===== src/rtl/dot_op_sequencer_if.sv =====
// Request, AU operand and response signals shared by dot_op_sequencer and its neighbours.
// slave = the sequencer itself; master = requesters, AU and response consumer.
interface dot_op_sequencer_if;
  logic [1:0] req_valid;
  logic [1:0] req_ready;
  logic [1:0] req_op;
  logic [5:0] req_op1;
  logic [5:0] req_op2;
  logic       au_op;
  logic [2:0] au_op1;
  logic [2:0] au_op2;
  logic [5:0] au_result;
  logic       resp_valid;
  logic       resp_ready;
  logic       resp_id;
  logic [5:0] resp_result;
  logic       resp_err;
  logic       busy;

  modport slave (
    input  req_valid, req_op, req_op1, req_op2, au_result, resp_ready,
    output req_ready, au_op, au_op1, au_op2, resp_valid, resp_id, resp_result, resp_err, busy
  );

  modport master (
    output req_valid, req_op, req_op1, req_op2, au_result, resp_ready,
    input  req_ready, au_op, au_op1, au_op2, resp_valid, resp_id, resp_result, resp_err, busy
  );
endinterface


===== src/rtl/dot_op_sequencer.sv =====
// Time-shares one combinational 3-bit multiply/divide AU between two requesters.
// Optional: define DOT_SEQ_DIVZERO_EN to answer divide-by-zero with 6'h3F and resp_err=1.
module dot_op_sequencer #(
  parameter bit          ROUND_ROBIN = 1'b1,
  parameter int unsigned AU_LATENCY  = 0
) (
  input logic               clk,
  input logic               rst,
  dot_op_sequencer_if.slave bus
);
  localparam logic [2:0] LAT_LOAD = 3'(AU_LATENCY);

  typedef enum logic [1:0] {IDLE, ISSUE, RESP} state_t;

  state_t     state_q, state_d;
  logic [2:0] wait_q;
  logic       rr_ptr_q;
  logic       id_q;
  logic [1:0] grant;
  logic       accept, win_id, div_zero, resp_fire;
  logic       sel_op;
  logic [2:0] sel_op1, sel_op2;
  logic       au_op_q;
  logic [2:0] au_op1_q, au_op2_q;
  logic       resp_valid_q, resp_id_q;
  logic [5:0] resp_result_q;

  // NOTE: every variable written in an always_comb gets a default first, so no path infers a latch.
  always_comb begin
    grant = 2'b00;
    // Held low during reset so nothing is granted while the sequencer is being cleared.
    if (!rst && state_q == IDLE) begin
      case (bus.req_valid)
        2'b01:   grant = 2'b01;
        2'b10:   grant = 2'b10;
        2'b11:   grant = rr_ptr_q ? 2'b10 : 2'b01;
        default: grant = 2'b00;
      endcase
    end
  end

  assign accept    = |grant;
  assign win_id    = grant[1];
  assign sel_op    = bus.req_op[win_id];
  assign sel_op1   = win_id ? bus.req_op1[5:3] : bus.req_op1[2:0];
  assign sel_op2   = win_id ? bus.req_op2[5:3] : bus.req_op2[2:0];
  assign resp_fire = resp_valid_q & bus.resp_ready;

`ifdef DOT_SEQ_DIVZERO_EN
  assign div_zero = sel_op & (sel_op2 == 3'd0);
`else
  assign div_zero = 1'b0;
`endif

  always_comb begin
    state_d = state_q;
    case (state_q)
      IDLE:    if (accept) state_d = div_zero ? RESP : ISSUE;
      ISSUE:   if (wait_q == 3'd0) state_d = RESP;
      RESP:    if (resp_fire) state_d = IDLE;
      default: state_d = IDLE;
    endcase
  end

  // NOTE: clocked state uses non-blocking assignments so every register samples pre-edge values.
  always_ff @(posedge clk) begin
    if (rst) state_q <= IDLE;
    else     state_q <= state_d;
  end

  always_ff @(posedge clk) begin
    if (rst) begin
      wait_q        <= 3'd0;
      rr_ptr_q      <= 1'b0;
      id_q          <= 1'b0;
      au_op_q       <= 1'b0;
      au_op1_q      <= 3'd0;
      au_op2_q      <= 3'd0;
      resp_valid_q  <= 1'b0;
      resp_id_q     <= 1'b0;
      resp_result_q <= 6'd0;
    end else begin
      if (accept) begin
        au_op_q  <= sel_op;
        au_op1_q <= sel_op1;
        au_op2_q <= sel_op2;
        id_q     <= win_id;
        wait_q   <= LAT_LOAD;
        if (div_zero) begin
          resp_valid_q  <= 1'b1;
          resp_id_q     <= win_id;
          resp_result_q <= 6'h3F;
        end
      end
      if (state_q == ISSUE) begin
        if (wait_q != 3'd0) begin
          wait_q <= wait_q - 3'd1;
        end else begin
          resp_valid_q  <= 1'b1;
          resp_id_q     <= id_q;
          resp_result_q <= bus.au_result;
        end
      end
      // resp_valid is only ever high in RESP, so a fire always ends the op.
      if (resp_fire) begin
        resp_valid_q <= 1'b0;
        if (ROUND_ROBIN) rr_ptr_q <= ~resp_id_q;
      end
    end
  end

`ifdef DOT_SEQ_DIVZERO_EN
  logic resp_err_q;

  // Only changes on accept, i.e. while resp_valid is low.
  always_ff @(posedge clk) begin
    if (rst)         resp_err_q <= 1'b0;
    else if (accept) resp_err_q <= div_zero;
  end

  assign bus.resp_err = resp_err_q;
`else
  assign bus.resp_err = 1'b0;
`endif

  assign bus.req_ready   = grant;
  assign bus.au_op       = au_op_q;
  assign bus.au_op1      = au_op1_q;
  assign bus.au_op2      = au_op2_q;
  assign bus.resp_valid  = resp_valid_q;
  assign bus.resp_id     = resp_id_q;
  assign bus.resp_result = resp_result_q;
  assign bus.busy        = (state_q != IDLE);
endmodule


===== src/flat_wrapper.sv =====
// flat-port wrapper written by rule: the top's interface ports become plain ports
module dot_op_sequencer_flat 
#(
  parameter bit          ROUND_ROBIN = 1'b1,
  parameter int unsigned AU_LATENCY  = 0
)
  (clk, rst, bus_req_valid, bus_req_op, bus_req_op1, bus_req_op2, bus_au_result, bus_resp_ready, bus_req_ready, bus_au_op, bus_au_op1, bus_au_op2, bus_resp_valid, bus_resp_id, bus_resp_result, bus_resp_err, bus_busy);
  dot_op_sequencer_if bus_i ();
  input logic clk;
  input logic rst;
  input wire logic [$bits(bus_i.req_valid)-1:0] bus_req_valid;
  input wire logic [$bits(bus_i.req_op)-1:0] bus_req_op;
  input wire logic [$bits(bus_i.req_op1)-1:0] bus_req_op1;
  input wire logic [$bits(bus_i.req_op2)-1:0] bus_req_op2;
  input wire logic [$bits(bus_i.au_result)-1:0] bus_au_result;
  input wire logic [$bits(bus_i.resp_ready)-1:0] bus_resp_ready;
  output wire logic [$bits(bus_i.req_ready)-1:0] bus_req_ready;
  output wire logic [$bits(bus_i.au_op)-1:0] bus_au_op;
  output wire logic [$bits(bus_i.au_op1)-1:0] bus_au_op1;
  output wire logic [$bits(bus_i.au_op2)-1:0] bus_au_op2;
  output wire logic [$bits(bus_i.resp_valid)-1:0] bus_resp_valid;
  output wire logic [$bits(bus_i.resp_id)-1:0] bus_resp_id;
  output wire logic [$bits(bus_i.resp_result)-1:0] bus_resp_result;
  output wire logic [$bits(bus_i.resp_err)-1:0] bus_resp_err;
  output wire logic [$bits(bus_i.busy)-1:0] bus_busy;
  assign bus_i.req_valid = bus_req_valid;
  assign bus_i.req_op = bus_req_op;
  assign bus_i.req_op1 = bus_req_op1;
  assign bus_i.req_op2 = bus_req_op2;
  assign bus_i.au_result = bus_au_result;
  assign bus_i.resp_ready = bus_resp_ready;
  assign bus_req_ready = bus_i.req_ready;
  assign bus_au_op = bus_i.au_op;
  assign bus_au_op1 = bus_i.au_op1;
  assign bus_au_op2 = bus_i.au_op2;
  assign bus_resp_valid = bus_i.resp_valid;
  assign bus_resp_id = bus_i.resp_id;
  assign bus_resp_result = bus_i.resp_result;
  assign bus_resp_err = bus_i.resp_err;
  assign bus_busy = bus_i.busy;
  dot_op_sequencer #(.ROUND_ROBIN(ROUND_ROBIN), .AU_LATENCY(AU_LATENCY)) u_core (.clk(clk), .rst(rst), .bus(bus_i));
endmodule

===== config.mk =====
export PLATFORM = sky130hd
export DESIGN_NAME = dot_op_sequencer_flat
export DESIGN_NICKNAME = d
export VERILOG_FILES = /design/src/rtl/dot_op_sequencer_if.sv /design/src/rtl/dot_op_sequencer.sv /design/src/flat_wrapper.sv
export SDC_FILE = /design/constraint.sdc
export NUM_CORES = 1
export LEC_CHECK = 0
export ABC_CLOCK_PERIOD_IN_PS = 1300
export BUFFER_PORTS_ARGS = -buffer_cell sky130_fd_sc_hd__buf_2
export CAP_MARGIN = 10
export CORE_AREA = 4 4 57 59
export DETAILED_ROUTE_END_ITERATION = 6
export DIE_AREA = 0 0 61 63
export PLACE_DENSITY = 0.7
export SYNTH_ARGS = -nofsm -noshare
export SYNTH_HDL_FRONTEND = slang
export SYNTH_SLANG_ARGS = --single-unit

===== constraint.sdc =====
create_clock -name clk -period 1.3 [get_ports clk]
set_clock_uncertainty 0.05 [all_clocks]
set_input_delay 0.13 -clock clk [delete_from_list [all_inputs] [get_ports clk]]
set_output_delay 0.13 -clock clk [all_outputs]
set_load 0.05 [all_outputs]

[Word level (Yosys, flattened, before mapping)]
Index checks and enable logic that the tools add are counted.
Operators by class
  $add $sub $neg: 1
  multiply operators: 0
  divide/modulo/power cells: 0
  magnitude comparators: 1
  equality and inequality tests: 8
  shift-type cells: 0
  mux-type cells: 14
  bitwise logic cells: 3
  reduce and logical (&&, ||, !) cells: 10
Operators by type and width (number)
  3-bit 2-to-1 mux: 5
  2-bit one-hot mux with 3 select lines: 2
  2-bit 2-to-1 mux: 5
  2-bit == test (second input constant): 3
  2-bit by 1-bit inequality test with 1-bit output (second input constant): 3
  2-bit by 1-bit == test with 1-bit output (second input constant): 2
  2-bit OR reduction: 2
  3-bit zero test: 1
  3-bit AND reduction: 1
  3-bit nonzero test: 1
  3-bit by 1-bit subtractor with 3-bit output (second input constant): 1
  2-bit zero test: 1
  1-bit by 2-bit < comparator with 1-bit output (second input constant): 1
  1-bit 2-to-1 mux: 2
  1-bit inverter: 2
  2-bit AND reduction: 1
  2-bit nonzero test: 1
  1-bit AND: 1
  1-bit logical AND: 1
  1-bit zero test: 1
Storage, ports and cells
  register bits after elaboration: 22
  latch bits: 0
  bits in writable memories: 0
  bits in read-only memories: 0
  input port bits: 25
  output and inout bits: 19
  word-level logic and storage cells: 47
  memories: 0

[Logic depth before layout (Yosys ltp)]
Gate-level depths: netlist of run 1.
  word-level depth: 7
  gate-level depth with buffers: 6
  gate-level depth less buffers: 5

[Worst setup path before layout of run 1]
No wires, ideal clock.
  path kind: register to output
  start: register u_core.state_q[1]
  end: output port bus_req_ready[1]
  arrival time: 1913 ps
  path slack: -793 ps
  cell stages (with the launch flop): 4
  buffers on the path: 1
  cells stage by stage: dfxtp_1 > or3_1 > buf_6 > nor3_1
Between the ends
  cells in the longest elaborated chain, start to end: 3
RTL lines
  start, declared: line dot_op_sequencer.sv:15  | state_t state_q, state_d;
  start signal, assigned: line dot_op_sequencer.sv:68  | else state_q <= state_d;
  2-bit zero test: line dot_op_sequencer.sv:32  | if (!rst && state_q == IDLE) begin
  1-bit logical AND: line dot_op_sequencer.sv:32
  2-bit 2-to-1 mux: line dot_op_sequencer.sv:32
  end, declared: line flat_wrapper.sv:17  | output wire logic [$bits(bus_i.req_ready)-1:0] bus_req_ready;
No other way between the ends.

[Final worst setup path of run 1]
  start: register u_core.state_q[0]
  end: output port bus_req_ready[0]
The elaborated chain is that of the path after synthesis.

==> results of run 1 <==
==> flip-flops by register name (all words and copies together) (netlist names) <==
name / cells
u_core.bus.au_op: 1
u_core.bus.au_op1: 3
u_core.bus.au_op2: 3
u_core.bus.resp_id: 1
u_core.bus.resp_result: 6
u_core.bus.resp_valid: 1
u_core.id_q: 1
u_core.rr_ptr_q: 1
u_core.state_q: 2
u_core.wait_q: 3
==> placed cells by master (no fill, tap or decap), types with 3 or more instances in the layout <==
cell           synthesis  final
dfxtp_2                0      4
dlygate4sd3_1          0      3
dfxtp_1               22     18
o211ai_1               7      7
inv_2                  1      3
o21ai_0                8      7
buf_6                  3      7
buf_4                  2     13
or3_1                  4      3
a311oi_1               7      6
nor2_1                10     10
clkbuf_4               0      3
buf_2                  0     39
mux2i_1                8      8
a21oi_1               12     12
==> worst paths after layout <==
path | to | cells past startpoint | slack, ns | start
max | bus_req_ready[0] | 3 | -0.29 | u_core.state_q[0]$_SDFFE_PP0P_
min | u_core.bus.resp_result[4]$_SDFFE_PP0P_ | 3 | 0.02 | bus_au_result[4]
max reg2reg | u_core.bus.au_op2[1]$_SDFFE_PP0P_ | 5 | -0.15 | u_core.state_q[0]$_SDFFE_PP0P_
min reg2reg | u_core.wait_q[1]$_SDFF_PP0_ | 2 | 0.43 | u_core.wait_q[1]$_SDFF_PP0_
==> cell families after synthesis <==
family / Yosys count / synth area share [%]
other: 1 / 0.3352
buffers and inverters: 14 / 9.171
AO/OA/AOI/OAI: 40 / 24.16
AND/OR/NAND/NOR: 31 / 17.56
multiplexers: 8 / 7.159
flip-flops: 22 / 39.37
adder cells (fa/ha/maj): 2 / 2.237
==> routing by layer <==
metal / up-vias / part of all wire [%]
met3: 6 / 10
met1: 536 / 41
met5: - / 0
met2: 64 / 47
li1: 554 / -
met4: 0 / 1.5
==> final cells by class <==
cell class / count / area (um2)
fill: 244 / 1080
sequential: 22 / 445.4
tap: 31 / 38.79
clock inverter: 1 / 30.03
timing repair buffer: 62 / 401.6
multi-input combinational: 83 / 669.4
inverter: 6 / 22.52
clock buffer: 3 / 22.52
==> critical path: stages (launching register included) <==
cell	delay (ns)
dfxtp_2	0.34
or3_4	0.40
a211oi_4	0.18
buf_6	0.19
==> where the power goes <==
| part | leakage [nW] | switching (mW) | internal, mW |
|---|---|---|---|
| combinational | 0.473 | 0.326 | 0.188 |
| clock | 0.0279 | 0.211 | 0.312 |
| sequential | 0.182 | 0.0240 | 0.716 |
| total | 0.683 | 0.562 | 1.22 |
==> metrics by stage <==
| stage | setup WS [ns] | setup TNS (ns) | hold WS (ns) |
|---|---|---|---|
| floorplan | -0.1853 | -0.3846 | 0.1521 |
| global placement | -0.08818 | -1.369 | 0.3138 |
| detailed placement | -0.1619 | -2.040 | 0.3290 |
| CTS | -0.3031 | -0.9880 | 0.002443 |
| global route | -0.3406 | -3.029 | 0.01119 |
| finish | -0.2907 | -2.045 | 0.01657 |
==> repair_timing <==
| action | CTS | global route |
|---|---|---|
| hold buffers | 3 | 0 |
| setup buffers | 2 | 3 |
| pin swaps | 6 | 6 |
| hold endpoints to repair | 3 | 0 |
| resized for setup | 17 | 8 |
| cloned | 1 | 0 |
| setup endpoints to repair | 22 | 21 |
==> results.tsv, run 1 <==
metric	value	unit
busiest_layer	met2	
rows	19	
fin_ws	-0.2907	ns
grt_max_degree	24	
finalHoldViolations	0	
synth_area	1119	um2
finalSetupViolCount	18	
fp.dieH	63	um
synth-seq-cells	22	
synth_flop_cell	dfxtp_1	
gp_congestion	0.8155	
routed_wl	3146	um
grt_util_met1	21.26	%
fin_area	1630	um2
yosysMostFrequentCell	dfxtp_1	
drc_errors	0	
grt_use_total	17.36	%
fin_crit_sh	122.4	%
postSynthCellCount	118	
grt_use_met3	5.785	%
initial_core_util	41.27	%
antenna_found_initial	0	
antenna_cells	0	
max_freq	628.7	MHz
syn2layout_area_growth	45.75	%
status	finished with violations	
synth_warnings	0	
ir_worst_vdd	1.326	mV
grtUsageMet2	28.34	%
postSynthAreaPerCell	9.479	um2
first_pass_iters	4	
fin_util	60.16	%
detailed_place_hpwl	2153	um
synth_top_area_cell	dfxtp_1	
synthesis.nets	145	
routedWlPerCell	15.13	um
drive_gt1_share	49.15	%
cts-buffers-inserted	3	
h-tree-depth	1	
synth_seq_area_share	39.37	%
grt_first_pass_wirelength	5244	um
min_period	1.591	ns
finalPower	1.778	mW
grt_pass1_vias	1172	
grt_setup_unrepaired	yes	
die_width	61	um
clockBufferDepth	2	
cts_tree	yes	
holdCritPathClass	in -> reg	
fp.dieArea	3843	um2
antenna_left	0	
violations	setup timing	
nets	205	
synth_cell_type_count	36	
synth_async_sr_flop_share	0	%
required	1.12	ns
ys_top_cells_by_area	dfxtp_1, mux2i_1, a311oi_1, a21oi_1, o211ai_1	
postPlaceCellArea	1400	um2
via_per_inst	5.577	
cellLeakagePower	0.6830	nW
slew_viol_final	0	
cts_sinks	22	
synth_edf_count	0	
fp.coreArea	2710	um2
cap_violations	0	
numPlacedInstances	195	
power_per_cell_area	1091	nW/um2
end_kind	output port	
netlist.area_leader.share	39.37	%
stdcell_count	208	
overflow	0	
synthTopCellsByCount	dfxtp_1, a21oi_1, nor2_1	
crit_type	reg -> out	
drt_iter0_markers	68	
portBuffers	42	
clkTransAtPathRegs	0.12	ns
critical_path.max_fanout	3	
vias	1160	
worstSkewPairLatency	0.31	ns
worstPathArrival	1.41	ns
worst_setup_path_start_kind	flop	
ioPinCount	44	
cts.root.buffer_cell	clkbuf_4	
Note: power is estimated with default switching activity, not from simulation.
==> run 2, diff against run 1 <==
--- a/config.mk
+++ b/config.mk
@@ -5,13 +5,15 @@
 export SDC_FILE = /design/constraint.sdc
 export NUM_CORES = 1
 export LEC_CHECK = 0
+export ABC_AREA = 1
 export ABC_CLOCK_PERIOD_IN_PS = 1300
 export BUFFER_PORTS_ARGS = -buffer_cell sky130_fd_sc_hd__buf_2
 export CAP_MARGIN = 10
-export CORE_AREA = 4 4 57 59
+export CORE_AREA = 4 4 56 58
 export DETAILED_ROUTE_END_ITERATION = 6
-export DIE_AREA = 0 0 61 63
+export DIE_AREA = 0 0 60 62
 export PLACE_DENSITY = 0.7
+export SKIP_LAST_GASP = 1
 export SYNTH_ARGS = -nofsm -noshare
 export SYNTH_HDL_FRONTEND = slang
 export SYNTH_SLANG_ARGS = --single-unit
==> run 2 against run 1 <==
Compared with the run above:
- the run still ends with setup timing left
- wire length fell by 10%
- maximum frequency grew 13%
- sequential share of layout area decreased by 0.48 points
- clock power about the same
- global-route usage down 0.79 points
- design area increased by 2.4%
- register-to-register slack gained 0.11 ns
- flip-flop and latch count did not move
- critical endpoint unchanged
- largest power group unchanged
==> results.tsv, run 2 <==
metric	value	unit	change
postPlaceCellArea	1348	um2	-3.8%
synth-seq-cells	22		unchanged
synthSimpleGateAreaFrac	28.57	%	+11 points
synth_warnings	0		unchanged
power_per_cell_area	1103	nW/um2	+1.2%
violations	setup timing		
fp.coreArea	2663	um2	-1.8%
pre_cts_ws	-0.05084	ns	+0.1111 ns
end_kind	output port		
r2r_slack	-0.04	ns	+0.11 ns
min_period	1.407	ns	-0.1835 ns
cap_violations	0		unchanged
worst_setup_path_start_kind	flop		
overflow	0		unchanged
drt_iter0_markers	39		-43%
synth_async_sr_flop_share	0	%	unchanged
synth_top_area_cell	dfxtp_1		
h-tree-depth	1		unchanged
relSlewSlack	66.47	%	
synth_seq_area_share	41.56	%	+2.2 points
fin_util	62.69	%	+2.5 points
synthMuxAreaShare	0	%	-7.2 points
die_width	60	um	-1.6%
synth_area	1060	um2	-5.3%
worstSkewPairLatency	0.31	ns	about the same
antenna_found_initial	0		unchanged
cts.root.buffer_cell	clkbuf_4		
postSynthCellCount	149		+26%
syn2layout_area_growth	57.50	%	
via_per_inst	4.699		-16%
critical_path.max_fanout	3		unchanged
fin_area	1669	um2	+2.4%
max_freq	710.7	MHz	+13%
final_common_cell	buf_2		
drive_gt1_share	46.05	%	-3.1 points
finalSetupViolCount	10		-8
gp_congestion	0.7633		-6.4%
ioPinCount	44		unchanged
fp.dieH	62	um	-1.6%
grt_max_degree	14		-42%
synth_cell_type_count	22		-39%
min-delay-start	bus_req_op2[0]		
grt_pass1_vias	1183		+0.94%
slew_viol_final	0		unchanged
clkTransAtPathRegs	0.13	ns	about the same
postSynthAreaPerCell	7.113	um2	-25%
fin_crit_sh	108.2	%	-14 points
grt_setup_unrepaired	yes		
first_pass_iters	4		unchanged
yosys.area_share.adder	2.361	%	+0.12 points
fin_ws	-0.1071	ns	+0.1835 ns
yosysMostFrequentCell	inv_1		
hold_depth	5		+2
vias	1156		-0.34%
worst_slew_pin_slew	0.5015	ns	
worstPathCellList	nor2_4 > nand2_4 > nor3_4 > buf_6		
worstPathArrival	1.23	ns	-0.18 ns
max_stage_delay	0.39	ns	about the same
antenna_left	0		unchanged
initial_core_util	39.80	%	-1.5 points
cellLeakagePower	0.8716	nW	+28%
rows	19		unchanged
synth_flop_cell	dfxtp_1		
whs_endpoint	u_core.bus.au_op2[0]$_SDFFE_PP0P_		
nets	243		+19%
critPathSlowestCell	dfxtp_4		
holdCritPathClass	in -> reg		
synth_compound_area_share	13.58	%	-11 points
synth_edf_count	0		unchanged
detailed_place_hpwl	1864	um	-13%
drc_errors	0		unchanged
crit_type	reg -> out		
synthesis.nets	176		+21%
finalHoldViolations	0		unchanged
rr_startpoint	u_core.state_q[0]$_SDFFE_PP0P_		
rr_worst_depth	8		+3
clockBufferDepth	2		unchanged
ir_worst_vdd	0.6726	mV	-49%
routedWlPerCell	11.48	um	-24%
largest_reg_flops	6		unchanged
grt_first_pass_wirelength	4657	um	-11%
netlist.area_leader.share	41.56	%	+2.2 points
cts_sinks	22		unchanged
cts_tree	yes		
grt_use_total	16.57	%	-0.79 points
cts-buffers-inserted	3		unchanged
r2r-end	u_core.bus.resp_result[3]$_SDFFE_PP0P_		
required	1.12	ns	about the same
portBuffers	42		unchanged
synthTopCellsByCount	inv_1, dfxtp_1, nand2_1		
synth_xor_area_share	0.8264	%	+0.83 points
status	finished with violations		
fp.dieArea	3720	um2	-3.2%
ys_top_cells_by_area	dfxtp_1, nand3_1, inv_1, nand2_1, nor2_1		
final_cell_mix	buf_2, nand2_1, inv_1, nand3_1, dfxtp_1		
routed_wl	2824	um	-10%
synth_top_family_by_area	simple AND/OR/NAND/NOR gates		
antenna_cells	0		unchanged
fill_cells	231		-5.3%
[run 2: cell count changes in the layout (fill, tap and decap cells not counted), moves of 5 or more]
cell	before	now
inv_1	2	18
inv_2	3	8
a311oi_1	6	0
nand3_1	1	18
nor2_4	0	6
nand2_1	2	19
o211ai_1	7	0
mux2i_1	8	0
[run 2: layout make-up]
type | count | area, um2 | area share (%)
Timing Repair Buffer | 66 | 442.9 | 26.54
Clock buffer | 3 | 22.52 | 1.349
Multi-Input combinational cell | 94 | 569.3 | 34.11
Sequential cell | 22 | 447.9 | 26.84
Clock inverter | 1 | 30.03 | 1.799
Tap cell | 31 | 38.79 | 2.324
Inverter | 29 | 117.6 | 7.046
[run 2: metrics by stage]
stage | std cells | TNS [ns] | hold WS (ns) | total power, mW
after floorplan | 149 | -0.008734 | 0.2149 | 1.113
after global placement | 223 | 0 | 0.3023 | 1.232
after detailed placement | 223 | -0.1589 | 0.3084 | 1.238
after CTS | 243 | -0.3037 | 0.04687 | 1.834
after global routing | 246 | -2.323 | 0.05890 | 1.930
final | 246 | -0.4044 | 0.04391 | 1.841
[run 2: cell families (layout without fill, tap and decap cells)]
kind of cell,Yosys count,count (layout)
and+or+nand+nor,65,65
buffers and inverters,33,99
AOI/OAI and AO/OA,25,25
DFF,22,22
adders and majority gates,2,2
other,1,1
xor gates and xnor gates,1,1
[run 2: worst max-delay path: cells and delay by family, from the launching register on]
family | cells | cell delay (ns)
DFF | 1 | 0.39
and+or+nand+nor | 3 | 0.34
buffers and inverters | 1 | 0.18
[run 2: what timing repair did]
| action | 4_1_cts | 5_1_grt |
|---|---|---|
| hold endpoints to repair | 6 | 0 |
| gates resized for setup | 34 | 8 |
| pin swaps | 13 | 6 |
| buffers inserted | 10 | 3 |
| endpoints found under the setup margin | 12 | 22 |
| hold buffers | 6 | 0 |
[run 2: power breakdown]
| group | leakage (nW) | switching (mW) | internal [mW] |
|---|---|---|---|
| clock network | 0.0279 | 0.215 | 0.312 |
| registers | 0.182 | 0.0322 | 0.724 |
| logic | 0.661 | 0.364 | 0.195 |
| total | 0.872 | 0.611 | 1.23 |
[run 2: routing by layer]
metal | GRT usage, % | share of wire, %
met5 | 0 | 0
met4 | 8.228 | 2.3
met3 | 3.512 | 5.0
met2 | 32.41 | 52
met1 | 16.40 | 41
[run 2: worst max-delay path by stage]
stage / from / to / slack [ns] / cells after the start
floorplan: u_core.state_q[0]$_SDFFE_PP0P_ / u_core.id_q$_SDFFE_PP0P_ / -0.009 / 4
global placement: u_core.wait_q[0]$_SDFF_PP0_ / u_core.wait_q[1]$_SDFF_PP0_ / 0.01 / 8
detailed placement: u_core.wait_q[0]$_SDFF_PP0_ / u_core.wait_q[1]$_SDFF_PP0_ / -0.05 / 8
CTS: u_core.state_q[1]$_SDFFE_PP0P_ / bus_req_ready[0] / -0.1 / 4
global route: u_core.wait_q[0]$_SDFF_PP0_ / u_core.bus.resp_result[4]$_SDFFE_PP0P_ / -0.20 / 9
finish: u_core.state_q[1]$_SDFFE_PP0P_ / bus_req_ready[0] / -0.11 / 4
==> run 3, diff against run 2 <==
--- a/config.mk
+++ b/config.mk
@@ -9,10 +9,10 @@
 export ABC_CLOCK_PERIOD_IN_PS = 1300
 export BUFFER_PORTS_ARGS = -buffer_cell sky130_fd_sc_hd__buf_2
 export CAP_MARGIN = 10
-export CORE_AREA = 4 4 56 58
+export CORE_AREA = 4 4 58 60
 export DETAILED_ROUTE_END_ITERATION = 6
-export DIE_AREA = 0 0 60 62
-export PLACE_DENSITY = 0.7
+export DIE_AREA = 0 0 62 64
+export PLACE_DENSITY = 0.66
 export SKIP_LAST_GASP = 1
 export SYNTH_ARGS = -nofsm -noshare
 export SYNTH_HDL_FRONTEND = slang
==> run 3 against run 2 <==
Compared with the run above:
- the run still ends with setup timing left
- critical endpoint is now bus_req_ready[1]
- highest routed layer unchanged
- clock-buffer cell count unchanged
- die area increased by 6.7%
- critical path depth increased by 2
- largest cell class unchanged
- setup slack improved by 0.015 ns
- flip-flop and latch count unchanged
- worst hold slack got worse by 0.037 ns
- register-to-register slack improved by 0.06 ns
- cell count decreased by 1.6%
- largest power group unchanged
==> results.tsv, run 3 (synthesized netlist as in run 2, its figures left out) <==
metric	value	unit	change
die_width	62	um	+3.3%
clockBufferDepth	2		unchanged
fill_cells	269		+16%
final_cell_mix	buf_2, inv_1, nand2_1		
vias	1072		-7.3%
routed_wl	2474	um	-12%
nets	237		-2.5%
cts.root.buffer_cell	clkbuf_4		
drc_errors	0		unchanged
whs	0.006607	ns	-0.03731 ns
antenna_left	0		unchanged
worstPathArrival	1.21	ns	-0.02 ns
routedWlPerCell	10.22	um	-11%
power_per_cell_area	1133	nW/um2	+2.7%
crit_type	reg -> out		
gp_congestion	0.7804		+2.2%
finalSetupViolCount	2		-8
rows	20		+1
postPlaceCellArea	1358	um2	+0.74%
syn2layout_area_growth	50.18	%	
initial_core_util	36.20	%	-3.6 points
first_pass_iters	4		unchanged
final_common_cell	buf_2		
fin_setup_tns	-0.1533	ns	+0.2510 ns
overflow	0		unchanged
antenna_found_initial	0		unchanged
cellLeakagePower	0.8275	nW	-5.1%
regArea	447.9	um2	unchanged
holdCritPathClass	in -> reg		
detailed_place_hpwl	1818	um	-2.5%
grt_first_pass_wirelength	4222	um	-9.3%
via_per_inst	4.430		-5.7%
ctsHoldBuffers	6		unchanged
grt_use_total	13.63	%	-2.9 points
cts-buffers-inserted	3		unchanged
antenna_cells	0		unchanged
violations	setup timing		
required	1.12	ns	about the same
largest_reg_flops	6		unchanged
end_kind	output port		
ir_worst_vdd	0.7742	mV	+15%
slew_viol_final	0		unchanged
fp.coreArea	2928	um2	+10%
worst_slew_pin_slew	0.5206	ns	+0.01905 ns
critical_path.max_fanout	3		unchanged
grt_max_degree	14		unchanged
fin_crit_sh	107.1	%	-1.1 points
h-tree-depth	1		unchanged
cts_sinks	22		unchanged
min_period	1.392	ns	-0.01468 ns
grt_pass1_vias	1034		-13%
drive_gt1_share	43.54	%	-2.5 points
cts_tree	yes		
worst_setup_path_start_kind	flop		
cap_violations	0		unchanged
fp.dieH	64	um	+3.2%
status	finished with violations		
portBuffers	42		unchanged
grt_setup_unrepaired	yes		
clkTransAtPathRegs	0.13	ns	about the same
finalHoldViolations	0		unchanged
fin_ws	-0.09242	ns	+0.01468 ns
ioPinCount	44		unchanged
relSlewSlack	65.19	%	-1.3 points
multi_input_area	554.3	um2	-2.6%
drt_iter0_markers	26		-33%
fin_area	1592	um2	-4.6%
max_freq	718.2	MHz	+1.1%
worstSkewPairLatency	0.31	ns	about the same
fp.dieArea	3968	um2	+6.7%
-- run 3: cell type report --
type	count	area share (%)
flip-flops and latches	22	28.14
multi-input cells	94	34.83
clock buffers	3	1.415
clock inverters	1	1.887
inverters	29	7.233
repair buffers	60	23.90
well taps	33	2.594
-- run 3: per-layer routing --
metal	vias up	wire [um]	share of wire [%]	GRT usage (%)
met3	4	181	7.3	4.444
met5	-	0	0	0
met2	33	1148	46	21.37
met4	0	26	1.1	3.979
met1	452	1118	45	17.43
li1	583	-	-	-
-- run 3: final timing paths --
path / startpoint / end / slack (ns) / depth (start not counted)
max: u_core.state_q[1]$_SDFFE_PP0P_ / bus_req_ready[1] / -0.09 / 6
min: rst / u_core.state_q[1]$_SDFFE_PP0P_ / 0.007 / 2
max reg2reg: u_core.state_q[1]$_SDFFE_PP0P_ / u_core.bus.resp_id$_SDFFE_PP0P_ / 0.02 / 7
min reg2reg: u_core.bus.resp_id$_SDFFE_PP0P_ / u_core.rr_ptr_q$_SDFFE_PP0N_ / 0.42 / 1
-- run 3: power by group --
part           internal, mW  switching [mW]
Combinational         0.176           0.353
Clock                 0.312           0.210
Sequential            0.724          0.0275
-- run 3: through the flow --
step                      utilization, %  cells  power (mW)  setup WS (ns)
after floorplan                        -    149       1.113      -0.008734
after global placement             46.37    226       1.237        0.03834
after detailed placement           46.37    226       1.237      -0.004502
after CTS                          52.78    241       1.807        -0.1103
after global routing               54.36    242       1.904        -0.1559
final                              54.36    242       1.803       -0.09242
-- run 3: critical path: stages, from the launching register on --
cell and delay, ns:
dfxtp_4 0.38, inv_1 0.08, nand2_4 0.06, nor2_4 0.11, nand2_4 0.07, clkinvlp_4 0.07, buf_8 0.13
-- run 3: what timing repair did --
action	4_1_cts	5_1_grt
endpoints found under the setup margin	4	21
gates resized for setup	13	15
pin swaps	4	6
setup buffers	5	1
endpoints found under the hold margin	8	1
